==> src/rtl/stage_id_queue.sv <==
// Decode stage: fully decodes each accepted instruction and queues it in a DEPTH-entry FIFO toward issue.
// Latency: an entry pushed in cycle N is at the head in cycle N+1 at the earliest (no bypass).
// Backpressure: in_ready drops when full, paused, flushing or in reset; a full queue refuses pushes even while popping.
// Optional: define ID_ILLEGAL_DETECT_EN to flag unlisted/invalid encodings on out_illegal (they still queue as NOPs).
module stage_id_queue #(
    parameter int XLEN  = 32,
    parameter int DEPTH = 4,
    parameter int CNT_W = $clog2(DEPTH) + 1
) (
    input  logic             clk_in,
    input  logic             rst_in,
    input  logic             rdy_in,
    input  logic             flush_in,
    input  logic             in_valid,
    output logic             in_ready,
    input  logic [XLEN-1:0]  in_pc,
    input  logic [31:0]      in_inst,
    input  logic             in_pred_taken,
    output logic             out_valid,
    input  logic             out_ready,
    output logic [XLEN-1:0]  out_pc,
    output logic [2:0]       out_inst_cat,
    output logic [3:0]       out_op,
    output logic [4:0]       out_rd,
    output logic [4:0]       out_rs1,
    output logic [4:0]       out_rs2,
    output logic             out_rs1_req,
    output logic             out_rs2_req,
    output logic             out_rd_write,
    output logic             out_rd_load,
    output logic [XLEN-1:0]  out_imm,
    output logic             out_jump,
    output logic             out_branch,
    output logic             out_pred_taken,
    output logic             out_illegal,
    output logic [CNT_W-1:0] count
);
    localparam int PTR_W = (DEPTH > 1) ? $clog2(DEPTH) : 1;

    localparam logic [6:0] OPC_LUI    = 7'b0110111;
    localparam logic [6:0] OPC_AUIPC  = 7'b0010111;
    localparam logic [6:0] OPC_JAL    = 7'b1101111;
    localparam logic [6:0] OPC_JALR   = 7'b1100111;
    localparam logic [6:0] OPC_BRANCH = 7'b1100011;
    localparam logic [6:0] OPC_LOAD   = 7'b0000011;
    localparam logic [6:0] OPC_STORE  = 7'b0100011;
    localparam logic [6:0] OPC_OPI    = 7'b0010011;
    localparam logic [6:0] OPC_OP     = 7'b0110011;

    typedef struct packed {
        logic [XLEN-1:0] pc;
        logic [2:0]      cat;
        logic [3:0]      op;
        logic [4:0]      rd;
        logic [4:0]      rs1;
        logic [4:0]      rs2;
        logic            rs1_req;
        logic            rs2_req;
        logic            rd_write;
        logic            rd_load;
        logic [XLEN-1:0] imm;
        logic            jump;
        logic            branch;
        logic            pred;
        logic            illegal;
    } ent_t;

    ent_t             dec;
    ent_t             mem_q [DEPTH];
    ent_t             head_ent;
    logic [PTR_W-1:0] head_q, head_d, tail_q, tail_d;
    logic [CNT_W-1:0] cnt_q, cnt_d;
    logic [6:0]       opc;
    logic [2:0]       f3;
    logic [2:0]       alu_cat;
    logic             do_push, do_pop;

    assign opc = in_inst[6:0];
    assign f3  = in_inst[14:12];

    // ALU category shared by OP and OPI, selected by func3
    always_comb begin
        alu_cat = 3'd1;
        case (f3)
            3'b000:         alu_cat = 3'd0;
            3'b001, 3'b101: alu_cat = 3'd2;
            3'b010, 3'b011: alu_cat = 3'd3;
            default:        alu_cat = 3'd1;
        endcase
    end

    // Full decode of the incoming instruction into one queue entry
    always_comb begin
`ifdef ID_ILLEGAL_DETECT_EN
        logic illegal;
`endif
        dec      = '0;
        dec.pc   = in_pc;
        dec.pred = in_pred_taken;
        dec.rd   = in_inst[11:7];
        dec.rs1  = in_inst[19:15];
        dec.rs2  = in_inst[24:20];
        case (opc)
            OPC_LUI, OPC_AUIPC: begin
                dec.imm      = XLEN'($signed({in_inst[31:12], 12'b0}));
                dec.rd_write = 1'b1;
            end
            OPC_JAL: begin
                dec.imm      = XLEN'($signed({in_inst[31], in_inst[19:12], in_inst[20], in_inst[30:21], 1'b0}));
                dec.rd_write = 1'b1;
                dec.jump     = 1'b1;
            end
            OPC_JALR: begin
                dec.imm      = XLEN'($signed(in_inst[31:20]));
                dec.rd_write = 1'b1;
                dec.rs1_req  = 1'b1;
                dec.jump     = 1'b1;
                dec.branch   = 1'b1;
            end
            OPC_BRANCH: begin
                dec.imm     = XLEN'($signed({in_inst[31], in_inst[7], in_inst[30:25], in_inst[11:8], 1'b0}));
                dec.rs1_req = 1'b1;
                dec.rs2_req = 1'b1;
                dec.cat     = 3'd4;
                dec.op      = {1'b0, f3};
                dec.branch  = 1'b1;
            end
            OPC_LOAD: begin
                dec.imm      = XLEN'($signed(in_inst[31:20]));
                dec.rd_write = 1'b1;
                dec.rd_load  = 1'b1;
                dec.rs1_req  = 1'b1;
                dec.cat      = 3'd5;
                dec.op       = {1'b0, f3};
            end
            OPC_STORE: begin
                dec.imm     = XLEN'($signed({in_inst[31:25], in_inst[11:7]}));
                dec.rs1_req = 1'b1;
                dec.rs2_req = 1'b1;
                dec.cat     = 3'd6;
                dec.op      = {1'b0, f3};
            end
            OPC_OPI: begin
                // Shifts carry an unsigned shamt rather than a signed immediate
                if ((f3 == 3'b001) || (f3 == 3'b101)) begin
                    dec.imm = XLEN'(in_inst[24:20]);
                end else begin
                    dec.imm = XLEN'($signed(in_inst[31:20]));
                end
                dec.rd_write = 1'b1;
                dec.rs1_req  = 1'b1;
                dec.cat      = alu_cat;
                dec.op       = {(f3 == 3'b101) & in_inst[30], f3};
            end
            OPC_OP: begin
                dec.rd_write = 1'b1;
                dec.rs1_req  = 1'b1;
                dec.rs2_req  = 1'b1;
                dec.cat      = alu_cat;
                dec.op       = {in_inst[30], f3};
            end
            default: ;
        endcase
`ifdef ID_ILLEGAL_DETECT_EN
        illegal = 1'b0;
        case (opc)
            OPC_LUI, OPC_AUIPC, OPC_JAL, OPC_JALR, OPC_LOAD, OPC_STORE, OPC_OPI: illegal = 1'b0;
            OPC_OP:     illegal = (in_inst[31:25] != 7'b0000000) && (in_inst[31:25] != 7'b0100000);
            OPC_BRANCH: illegal = (f3 == 3'b010) || (f3 == 3'b011);
            default:    illegal = 1'b1;
        endcase
        // Illegal encodings still flow down the pipe, but as side-effect-free NOPs
        if (illegal) begin
            dec.cat      = '0;
            dec.op       = '0;
            dec.imm      = '0;
            dec.rs1_req  = 1'b0;
            dec.rs2_req  = 1'b0;
            dec.rd_write = 1'b0;
            dec.rd_load  = 1'b0;
            dec.jump     = 1'b0;
            dec.branch   = 1'b0;
            dec.illegal  = 1'b1;
        end
`endif
        // x0 is hardwired: never request a read of it nor schedule a write to it
        if (dec.rs1 == 5'd0) dec.rs1_req  = 1'b0;
        if (dec.rs2 == 5'd0) dec.rs2_req  = 1'b0;
        if (dec.rd  == 5'd0) dec.rd_write = 1'b0;
    end

    assign in_ready  = !rst_in && rdy_in && !flush_in && (cnt_q != CNT_W'(DEPTH));
    assign out_valid = rdy_in && (cnt_q != '0);
    assign do_push   = in_valid && in_ready;
    assign do_pop    = out_valid && out_ready && rdy_in;

    // Pointer/occupancy next state; flush wins over any pop or push
    always_comb begin
        head_d = head_q;
        tail_d = tail_q;
        cnt_d  = cnt_q;
        if (flush_in) begin
            head_d = '0;
            tail_d = '0;
            cnt_d  = '0;
        end else begin
            if (do_push) tail_d = tail_q + PTR_W'(1);
            if (do_pop)  head_d = head_q + PTR_W'(1);
            cnt_d = cnt_q + CNT_W'(do_push) - CNT_W'(do_pop);
        end
    end

    // Queue state and storage; reset clears entries so outputs read zero afterwards
    always_ff @(posedge clk_in) begin
        if (rst_in) begin
            head_q <= '0;
            tail_q <= '0;
            cnt_q  <= '0;
            for (int i = 0; i < DEPTH; i++) mem_q[i] <= '0;
        end else begin
            head_q <= head_d;
            tail_q <= tail_d;
            cnt_q  <= cnt_d;
            if (do_push) mem_q[tail_q] <= dec;
        end
    end

    assign head_ent       = mem_q[head_q];
    assign out_pc         = head_ent.pc;
    assign out_inst_cat   = head_ent.cat;
    assign out_op         = head_ent.op;
    assign out_rd         = head_ent.rd;
    assign out_rs1        = head_ent.rs1;
    assign out_rs2        = head_ent.rs2;
    assign out_rs1_req    = head_ent.rs1_req;
    assign out_rs2_req    = head_ent.rs2_req;
    assign out_rd_write   = head_ent.rd_write;
    assign out_rd_load    = head_ent.rd_load;
    assign out_imm        = head_ent.imm;
    assign out_jump       = head_ent.jump;
    assign out_branch     = head_ent.branch;
    assign out_pred_taken = head_ent.pred;
    assign out_illegal    = head_ent.illegal;
    assign count          = cnt_q;
endmodule

==> config.mk <==
export PLATFORM = sky130hd
export DESIGN_NAME = stage_id_queue
export DESIGN_NICKNAME = d
export VERILOG_FILES = /design/src/rtl/stage_id_queue.sv
export SDC_FILE = /design/constraint.sdc
export NUM_CORES = 1
export LEC_CHECK = 0
export CAP_MARGIN = 20
export CORE_MARGIN = 8
export CORE_UTILIZATION = 52
export CTS_CLUSTER_SIZE = 10
export DETAILED_ROUTE_END_ITERATION = 10
export PLACE_DENSITY = 0.77
export SLEW_MARGIN = 30
export SYNTH_ARGS = -nofsm -noshare
export SYNTH_HDL_FRONTEND = slang
export SYNTH_SLANG_ARGS = --single-unit
==> constraint.sdc <==
create_clock -name clk_in -period 5.6 [get_ports clk_in]
set_clock_uncertainty 0.1 [all_clocks]
set_input_delay 1.68 -clock clk_in [delete_from_list [all_inputs] [get_ports clk_in]]
set_output_delay 1.68 -clock clk_in [all_outputs]
set_load 0.1 [all_outputs]
==> flow_metrics.py, run 1 <==
metrics = {
    "timing": {
        "worst_pin_slew_ns": 1.012,
        "max_freq_mhz": 203.3,
        "worst_hold_check_slack_ns": 0.4691,
        "rsz_0062_raised_after_global_routing": "no",
        "timing.final.crit_share": 0.8783,
        "max_slew_margin": 0.3234,
        "slew_violations": 0,
        "final-setup-viol-count": 0,
        "finalCriticalPeriod_ns": 4.918,
        "setup_tns_ns": 0,
        "finalHoldViolations": 0,
    },
    "power": {
        "power_frac_comb": 0.091,
        "share_clk_of_total_power": 0.396,
        "powerDensity_nw_per_um2": 315.4,
        "power.leakage_nw": 7.508,
        "vdd_drop_max_uv": 195.2,
        "power.net_switching_mw": 1.485,
        "sw_frac_of_total": 0.2346,
        "power.sequential.fraction": 0.513,
        "report.power.total_mw": 6.329,
        "p_int_mw": 4.844,
    },
    "drt": {
        "avgViaCountPerCell": 6.044,
        "routedWlPerCell_um": 24.17,
        "detail_route.iter0.violations": 938,
        "ant_nets": 0,
        "postRouteWirelength_mm": 40.09,
        "post-route-drc-count": 0,
        "dr.pass1.iters": 5,
        "detailroute.via_count": 10030,
    },
    "run": {
        "max_cap_violations": 0,
    },
    "global_route": {
        "wire_length_of_the_first_global_routing_pass_mm": 60.80,
        "initial_antenna_violation_count": 1,
        "grt.total_usage": 0.2067,
        "largest_net_degree_at_the_start_of_global_routing": 127,
        "first_global_vias": 10360,
        "global_route.overflow_total": 0,
    },
    "cts": {
        "numCtsBuffers": 44,
        "cts_max_level": 2,
        "tritoncts": "yes",
        "clk_root_buffer_cell": "sky130_fd_sc_hd__clkbuf_16",
        "clock_sink_count": 381,
        "cts-root-to-sink-buffers": 3,
        "post_cts.resized_instances": 0,
        "cts_setup_buffers": 0,
        "clk_latency_ns": 0.53,
        "postCtsHoldBufs": 0,
        "clk_pin_slew_worst_paths_ns": 0.06,
    },
    "hold_path": {
        "hold_class": "flop to flop",
    },
    "critical_path": {
        "critPathLaunchType": "flop",
        "worst_ep_arrival_time_ns": 3.14,
        "critical_path.cell_chain": "buf_4 -> mux4_2 -> clkdlybuf4s50_1",
        "critPathKind": "flop to output port",
        "max_incr_delay_on_cp_ns": 0.99,
        "worstSetupEndpointType": "output port",
        "crit_family": "buffers and inverters",
        "critPathMaxFanout": 24,
        "required_ns": 3.82,
        "critical_path.n_buffers_inverters": 2,
        "slowest_stage": "sky130_fd_sc_hd__clkdlybuf4s50_1",
    },
    "placement": {
        "place.gp.congestion": 0.8039,
        "port-buffer-count": 168,
        "dp_hpwl_mm": 24.35,
    },
    "synthesis": {
        "ys.flop_type": "sky130_fd_sc_hd__edfxtp_1",
        "post-synth-top-area-fraction": 0.6658,
        "synth_seq_area_share": 0.6765,
        "synth_area_leader_cell": "sky130_fd_sc_hd__edfxtp_1",
        "synth.cell_area_um2": 16780,
        "syn-instance-count": 1076,
        "yosysWarningCount": 0,
        "synth-edff-count": 372,
        "syn_area_per_cell_um2": 15.59,
        "syn_nets": 1150,
        "yosys_register_bits": 381,
        "yosys-top-cells-area": "sky130_fd_sc_hd__edfxtp_1 67%, sky130_fd_sc_hd__mux4_2 12%, sky130_fd_sc_hd__and3_1 6.4%",
        "synthDistinctLibCells": 53,
        "asyncSetResetFlopFracSynth": 0,
    },
    "final_layout": {
        "mostFrequentLayoutCells": "372 x sky130_fd_sc_hd__edfxtp_1, 171 x sky130_fd_sc_hd__and3_1, 136 x sky130_fd_sc_hd__nor2_1",
        "layout.core_utilization": 0.6343,
        "drive_above_1_share": 0.2134,
        "design.final.nets": 1309,
        "layout_commonest_cell": "sky130_fd_sc_hd__edfxtp_1",
        "layout-area-overhead-vs-synth_pct": 19.60,
    },
    "floorplanning": {
        "num_io_pins": 170,
        "chipWidth_um": 195.6,
        "chipHeight_um": 195.6,
        "placeableCoreArea_um2": 31640,
        "die_area_um2": 38270,
        "placement_rows": 65,
        "start_util": 0.5304,
    },
    "outcome": {
        "outcome": "finished, final reports clean",
    },
}
## through the flow
step	instance area (um2)	setup WS (ns)	std cells
global placement	18880	0.9078	1591
CTS	20060	0.5974	1658
floorplan	16780	0.2432	1076
finish	20070	0.6817	1659
global route	20070	0.5223	1659
detailed placement	18840	0.8396	1591
## worst min-delay path: stages, from the launching register on
cell and delay [ns]:
sky130_fd_sc_hd__dfxtp_1 0.34, sky130_fd_sc_hd__xnor2_1 0.15, sky130_fd_sc_hd__nor2_1 0.04
## power by group through the flow
stage,Combinational [mW],Clock [mW],Sequential (mW)
after global routing,0.597,2.65,3.25
after floorplan,0.378,0,3.31
after detailed placement,0.577,0,3.31
final,0.574,2.51,3.25
after CTS,0.578,2.54,3.25
after global placement,0.577,0,3.30
## registers in the layout, indices dropped and copies added, names as in the netlist, named ones only
name    cells
mem_q     372
head_q      2
tail_q      2
count       3
## routing by layer
metal  GRT usage  vias to the layer above  wire length [um]
met3     0.03662                       59              3081
met1      0.2772                     5111             15920
met2      0.3397                      418             20130
met4     0.06794                        0               965
met5           0                        -                 0
li1            -                     4439                 -
## kinds of logic after synthesis
family	synth area share
other cells	0.0002235
buf+inv	0.02662
flops	0.6765
xor+xnor	0.002610
fa+ha+maj	0.002684
mux	0.1248
simple gates	0.1439
compound gates	0.02260
## Yosys cell counts (7+ instances only)
cell / number
sky130_fd_sc_hd__and3_1: 171
sky130_fd_sc_hd__a21oi_1: 15
sky130_fd_sc_hd__a22oi_1: 7
sky130_fd_sc_hd__nor2_1: 137
sky130_fd_sc_hd__mux4_2: 93
sky130_fd_sc_hd__clkbuf_1: 59
sky130_fd_sc_hd__dfxtp_1: 9
sky130_fd_sc_hd__edfxtp_1: 372
sky130_fd_sc_hd__inv_1: 12
sky130_fd_sc_hd__and2_1: 59
sky130_fd_sc_hd__nor2_2: 21
sky130_fd_sc_hd__buf_2: 15
sky130_fd_sc_hd__nor3_1: 7
sky130_fd_sc_hd__a22oi_2: 9
sky130_fd_sc_hd__nand2b_1: 7
sky130_fd_sc_hd__nand2_1: 16
## layout make-up
| type | count | area (um2) |
|---|---|---|
| fill | 2242 | 11570 |
| sequential | 381 | 11360 |
| multi-input combinational | 596 | 5056 |
| timing repair buffer | 199 | 1871 |
| clock buffer | 64 | 1197 |
| tap | 402 | 503.0 |
| inverter | 13 | 53.80 |
| clock inverter | 3 | 26.28 |
| antenna | 1 | 2.502 |
## final timing paths
kind	cells after the start	to	start	slack [ns]
setup / recovery	3	out_op[0]	flop	0.68
hold / removal	2	count[2]$_SDFF_PP0_	count[2]$_SDFF_PP0_	0.47
setup reg to reg	5	mem_q[2][27]$_SDFFCE_PN0P_	tail_q[1]$_SDFFE_PP0P_	2.86
hold reg to reg	2	count[2]$_SDFF_PP0_	count[2]$_SDFF_PP0_	0.47
No activity file was read; power rests on OpenSTA's default activity.
==> inputs of run 2 (changes only) <==
--- a/config.mk
+++ b/config.mk
@@ -6,10 +6,10 @@
 export NUM_CORES = 1
 export LEC_CHECK = 0
 export CAP_MARGIN = 20
-export CORE_MARGIN = 8
 export CORE_UTILIZATION = 52
 export CTS_CLUSTER_SIZE = 10
 export DETAILED_ROUTE_END_ITERATION = 10
+export MAX_ROUTING_LAYER = met4
 export PLACE_DENSITY = 0.77
 export SLEW_MARGIN = 30
 export SYNTH_ARGS = -nofsm -noshare
==> flow_metrics.py, run 2 (synthesis results as in run 1) <==
metrics = {
    "placement": {
        "port-buffer-count": 168,
        "dpl_cell_area_um2": 18820,
        "dp_hpwl_mm": 23.18,
        "place.gp.congestion": 0.8490,
    },
    "final_layout": {
        "layout-area-overhead-vs-synth_pct": 19.53,
        "largest_register_ff_count": 372,
        "mostFrequentLayoutCells": "372 x sky130_fd_sc_hd__edfxtp_1, 171 x sky130_fd_sc_hd__and3_1, 136 x sky130_fd_sc_hd__nor2_1",
        "layout_commonest_cell": "sky130_fd_sc_hd__edfxtp_1",
        "max_flop_register": "mem_q",
        "antenna_cells": 0,
        "design.final.nets": 1306,
        "n_fill_cell": 2211,
        "fin_area_um2": 20060,
        "drive_above_1_share": 0.2109,
    },
    "global_route": {
        "largest_net_degree_at_the_start_of_global_routing": 101,
        "global_route.overflow_total": 0,
        "wire_length_of_the_first_global_routing_pass_mm": 58.40,
        "first_global_vias": 10160,
        "initial_antenna_violation_count": 1,
        "grt.total_usage": 0.2439,
    },
    "power": {
        "vdd_drop_max_uv": 216.3,
        "power.net_switching_mw": 1.482,
        "share_clk_of_total_power": 0.396,
        "report.power.total_mw": 6.324,
        "power.leakage_nw": 7.497,
        "p_int_mw": 4.843,
        "power.sequential.fraction": 0.513,
        "sw_frac_of_total": 0.2343,
        "power_frac_comb": 0.090,
        "powerDensity_nw_per_um2": 315.3,
    },
    "critical_path": {
        "worst_r2r_startpoint": "tail_q[0]$_SDFFE_PP0P_",
        "depth_of_the_worst_register_to_register_path": 5,
        "r2r_setup_slack_ns": 2.19,
        "worst_ep_arrival_time_ns": 3.22,
        "critPathMaxFanout": 24,
        "required_ns": 3.82,
        "critPathLaunchType": "flop",
        "worstReg2RegEnd": "mem_q[1][65]$_SDFFCE_PN0P_",
        "worstSetupEndpointType": "output port",
        "critPathKind": "flop to output port",
    },
    "cts": {
        "tritoncts": "yes",
        "cts_setup_buffers": 0,
        "clk_latency_ns": 0.53,
        "post_cts.resized_instances": 0,
        "postCtsHoldBufs": 0,
        "clock_sink_count": 381,
        "numCtsBuffers": 44,
        "cts-root-to-sink-buffers": 3,
        "cts_max_level": 2,
        "clk_root_buffer_cell": "sky130_fd_sc_hd__clkbuf_16",
        "clk_pin_slew_worst_paths_ns": 0.05,
    },
    "hold_path": {
        "hold_class": "flop to flop",
        "min_delay_startpoint": "head_q[1]$_SDFFE_PP0P_",
        "timing.hold.worst_path_depth": 2,
        "hold_path_end": "head_q[1]$_SDFFE_PP0P_",
    },
    "drt": {
        "dr.pass1.iters": 6,
        "detailroute.via_count": 9929,
        "ant_nets": 0,
        "avgViaCountPerCell": 6.003,
        "detail_route.iter0.violations": 985,
        "post-route-drc-count": 0,
        "postRouteWirelength_mm": 38.24,
        "routedWlPerCell_um": 23.12,
    },
    "floorplanning": {
        "num_io_pins": 170,
        "start_util": 0.5304,
        "placement_rows": 65,
        "placeableCoreArea_um2": 31640,
        "chipWidth_um": 181.6,
        "die_area_um2": 32990,
        "chipHeight_um": 181.6,
    },
    "run": {
        "max_cap_violations": 0,
    },
    "timing": {
        "max_freq_mhz": 200.0,
        "max_slew_margin": 0.3119,
        "finalHoldViolations": 0,
        "worst_hold_check_slack_ns": 0.4306,
        "worst_pin_slew_ns": 1.029,
        "timing.final.crit_share": 0.8929,
        "slew_violations": 0,
        "final-setup-viol-count": 0,
        "rsz_0062_raised_after_global_routing": "no",
        "finalCriticalPeriod_ns": 5.000,
        "setup_tns_ns": 0,
    },
    "outcome": {
        "outcome": "finished, final reports clean",
    },
}
run 2: critical path, cell delays in order, from the launching register on:
cell	delay (ns)
sky130_fd_sc_hd__dfxtp_4	0.67
sky130_fd_sc_hd__buf_4	0.39
sky130_fd_sc_hd__mux4_2	0.60
sky130_fd_sc_hd__clkdlybuf4s50_1	1.00
run 2: layout make-up:
type | count | area [um2] | share of cell area
Timing Repair Buffer | 196 | 1864 | 0.09296
Clock buffer | 63 | 1194 | 0.05952
Clock inverter | 3 | 26.28 | 0.001310
Inverter | 13 | 53.80 | 0.002683
Multi-Input combinational cell | 596 | 5056 | 0.2521
Sequential cell | 381 | 11360 | 0.5663
Tap cell | 402 | 503.0 | 0.02508
run 2: routing by layer:
layer / share of wire / GRT usage / routed length (um)
met5: 0 / - / 0
met4: 0.023 / 0.06915 / 871
met3: 0.078 / 0.04693 / 2981
met2: 0.51 / 0.4051 / 19520
met1: 0.39 / 0.3073 / 14870
run 2: power by group through the flow:
stage / clock network, mW / registers, mW / logic [mW]
after floorplan: 0 / 3.31 / 0.378
after CTS: 2.54 / 3.25 / 0.574
after detailed placement: 0 / 3.31 / 0.572
final: 2.51 / 3.25 / 0.571
after global placement: 0 / 3.30 / 0.571
after global routing: 2.64 / 3.26 / 0.593
run 2: worst max-delay path by stage:
| stage | endpoint | slack, ns | cells past startpoint |
|---|---|---|---|
| 2_1_floorplan | mem_q[1][0]$_SDFFCE_PN0P_ | 0.24 | 6 |
| 3_3_place_gp | in_ready | 1.03 | 4 |
| 3_5_place_dp | in_ready | 0.98 | 4 |
| 4_1_cts | out_inst_cat[0] | 0.52 | 3 |
| 5_1_grt | out_rs1_req | 0.41 | 4 |
| 6_report | out_inst_cat[0] | 0.60 | 3 |
run 2: per-stage QoR:
step                std cells  setup WS (ns)    util
CTS                      1654         0.5220  0.6335
finish                   1654         0.5996  0.6339
detailed placement       1588         0.9849  0.5950
floorplan                1076         0.2432       -
global route             1654         0.4058  0.6339
global placement         1588          1.027  0.5955
==> inputs of run 3 (changes only) <==
--- a/config.mk
+++ b/config.mk
@@ -5,7 +5,7 @@
 export SDC_FILE = /design/constraint.sdc
 export NUM_CORES = 1
 export LEC_CHECK = 0
-export CAP_MARGIN = 20
+export CORE_MARGIN = 4
 export CORE_UTILIZATION = 52
 export CTS_CLUSTER_SIZE = 10
 export DETAILED_ROUTE_END_ITERATION = 10
==> flow_metrics.py, run 3 (synthesis results as in run 1) <==
metrics = {
    "global_route": {
        "largest_net_degree_at_the_start_of_global_routing": 103,
        "initial_antenna_violation_count": 1,
        "wire_length_of_the_first_global_routing_pass_mm": 60.31,
        "grt.total_usage": 0.2276,
        "first_global_vias": 10270,
        "global_route.overflow_total": 0,
    },
    "floorplanning": {
        "die_area_um2": 35210,
        "chipWidth_um": 187.6,
        "placement_rows": 65,
        "start_util": 0.5290,
        "chipHeight_um": 187.6,
        "num_io_pins": 170,
        "placeableCoreArea_um2": 31720,
    },
    "cts": {
        "cts_setup_buffers": 0,
        "clk_root_buffer_cell": "sky130_fd_sc_hd__clkbuf_16",
        "postCtsHoldBufs": 0,
        "clk_latency_ns": 0.53,
        "clock_sink_count": 381,
        "post_cts.resized_instances": 0,
        "clk_pin_slew_worst_paths_ns": 0.05,
        "cts_max_level": 2,
        "tritoncts": "yes",
        "numCtsBuffers": 44,
        "cts-root-to-sink-buffers": 3,
    },
    "drt": {
        "avgViaCountPerCell": 6.005,
        "detailroute.via_count": 9969,
        "routedWlPerCell_um": 23.62,
        "ant_nets": 0,
        "post-route-drc-count": 0,
        "dr.pass1.iters": 6,
        "postRouteWirelength_mm": 39.20,
        "detail_route.iter0.violations": 1116,
    },
    "outcome": {
        "outcome": "finished, final reports clean",
    },
    "timing": {
        "rsz_0062_raised_after_global_routing": "no",
        "worst_pin_slew_ns": 1.035,
        "final-setup-viol-count": 0,
        "finalCriticalPeriod_ns": 4.951,
        "max_slew_margin": 0.3079,
        "slew_violations": 0,
        "max_freq_mhz": 202.0,
        "setup_tns_ns": 0,
        "finalHoldViolations": 0,
        "timing.final.crit_share": 0.8842,
    },
    "final_layout": {
        "mostFrequentLayoutCells": "372 x sky130_fd_sc_hd__edfxtp_1, 171 x sky130_fd_sc_hd__and3_1, 136 x sky130_fd_sc_hd__nor2_1",
        "largest_register_ff_count": 372,
        "layout_commonest_cell": "sky130_fd_sc_hd__edfxtp_1",
        "drive_above_1_share": 0.2205,
        "design.final.nets": 1310,
        "max_flop_register": "mem_q",
        "layout-area-overhead-vs-synth_pct": 19.72,
        "layout.core_utilization": 0.6333,
    },
    "placement": {
        "dp_hpwl_mm": 23.99,
        "port-buffer-count": 168,
        "place.gp.congestion": 0.8798,
    },
    "critical_path": {
        "critPathLaunchType": "flop",
        "worst_ep_arrival_time_ns": 3.17,
        "worstSetupEndpointType": "output port",
        "critPathKind": "flop to output port",
        "critPathMaxFanout": 21,
        "required_ns": 3.82,
    },
    "power": {
        "vdd_drop_max_uv": 264.9,
        "powerDensity_nw_per_um2": 317.6,
        "power.leakage_nw": 7.536,
    },
    "run": {
        "max_cap_violations": 0,
    },
    "hold_path": {
        "hold_class": "flop to flop",
    },
}
-- run 3: worst max-delay path, cell delays in order (launching register included) --
cell	delay [ns]
sky130_fd_sc_hd__dfxtp_4	0.62
sky130_fd_sc_hd__buf_4	0.43
sky130_fd_sc_hd__mux4_2	0.58
sky130_fd_sc_hd__clkdlybuf4s50_1	1.00
-- run 3: area by class of cell --
cell class | instances | area [um2]
Antenna cell | 2 | 5.005
Clock buffer | 63 | 1204
Clock inverter | 3 | 47.55
Fill cell | 2276 | 11630
Inverter | 13 | 53.80
Multi-Input combinational cell | 596 | 5056
Sequential cell | 381 | 11360
Tap cell | 402 | 503.0
Timing Repair Buffer | 200 | 1859
-- run 3: worst paths after layout --
| kind | start | endpoint | slack [ns] | cells after the start |
|---|---|---|---|---|
| setup / recovery | flop | out_rd_load | 0.65 | 3 |
| hold / removal | head_q[1]$_SDFFE_PP0P_ | flop | 0.43 | 2 |
| setup reg to reg | tail_q[0]$_SDFFE_PP0P_ | mem_q[1][73]$_SDFFCE_PN0P_ | 2.21 | 5 |
| hold reg to reg | head_q[1]$_SDFFE_PP0P_ | flop | 0.43 | 2 |
-- run 3: power by group --
| part | internal, mW | total, mW | switching [mW] |
|---|---|---|---|
| combinational | 0.157 | 0.574 | 0.417 |
| clock | 1.52 | 2.56 | 1.04 |
| sequential | 3.22 | 3.25 | 0.0254 |
| total | 4.90 | 6.38 | 1.48 |
-- run 3: layer usage --
| metal | track usage | vias up | routed length, um |
|---|---|---|---|
| met5 | - | - | 0 |
| met4 | 0.06578 | 0 | 1032 |
| met3 | 0.03555 | 71 | 2918 |
| met2 | 0.3626 | 428 | 19450 |
| met1 | 0.3103 | 5024 | 15810 |
| li1 | - | 4446 | - |
-- run 3: per-stage QoR --
step,instances,setup WS (ns),hold WS [ns],cell area [um2],power (mW)
2_1_floorplan,1076,0.2432,0.3847,16780,3.685
3_3_place_gp,1592,1.031,0.4086,18840,3.872
3_5_place_dp,1592,0.9829,0.4160,18820,3.882
4_1_cts,1658,0.5938,0.4324,20070,6.413
5_1_grt,1659,0.5136,0.4735,20080,6.561
6_report,1660,0.6488,0.4257,20090,6.379
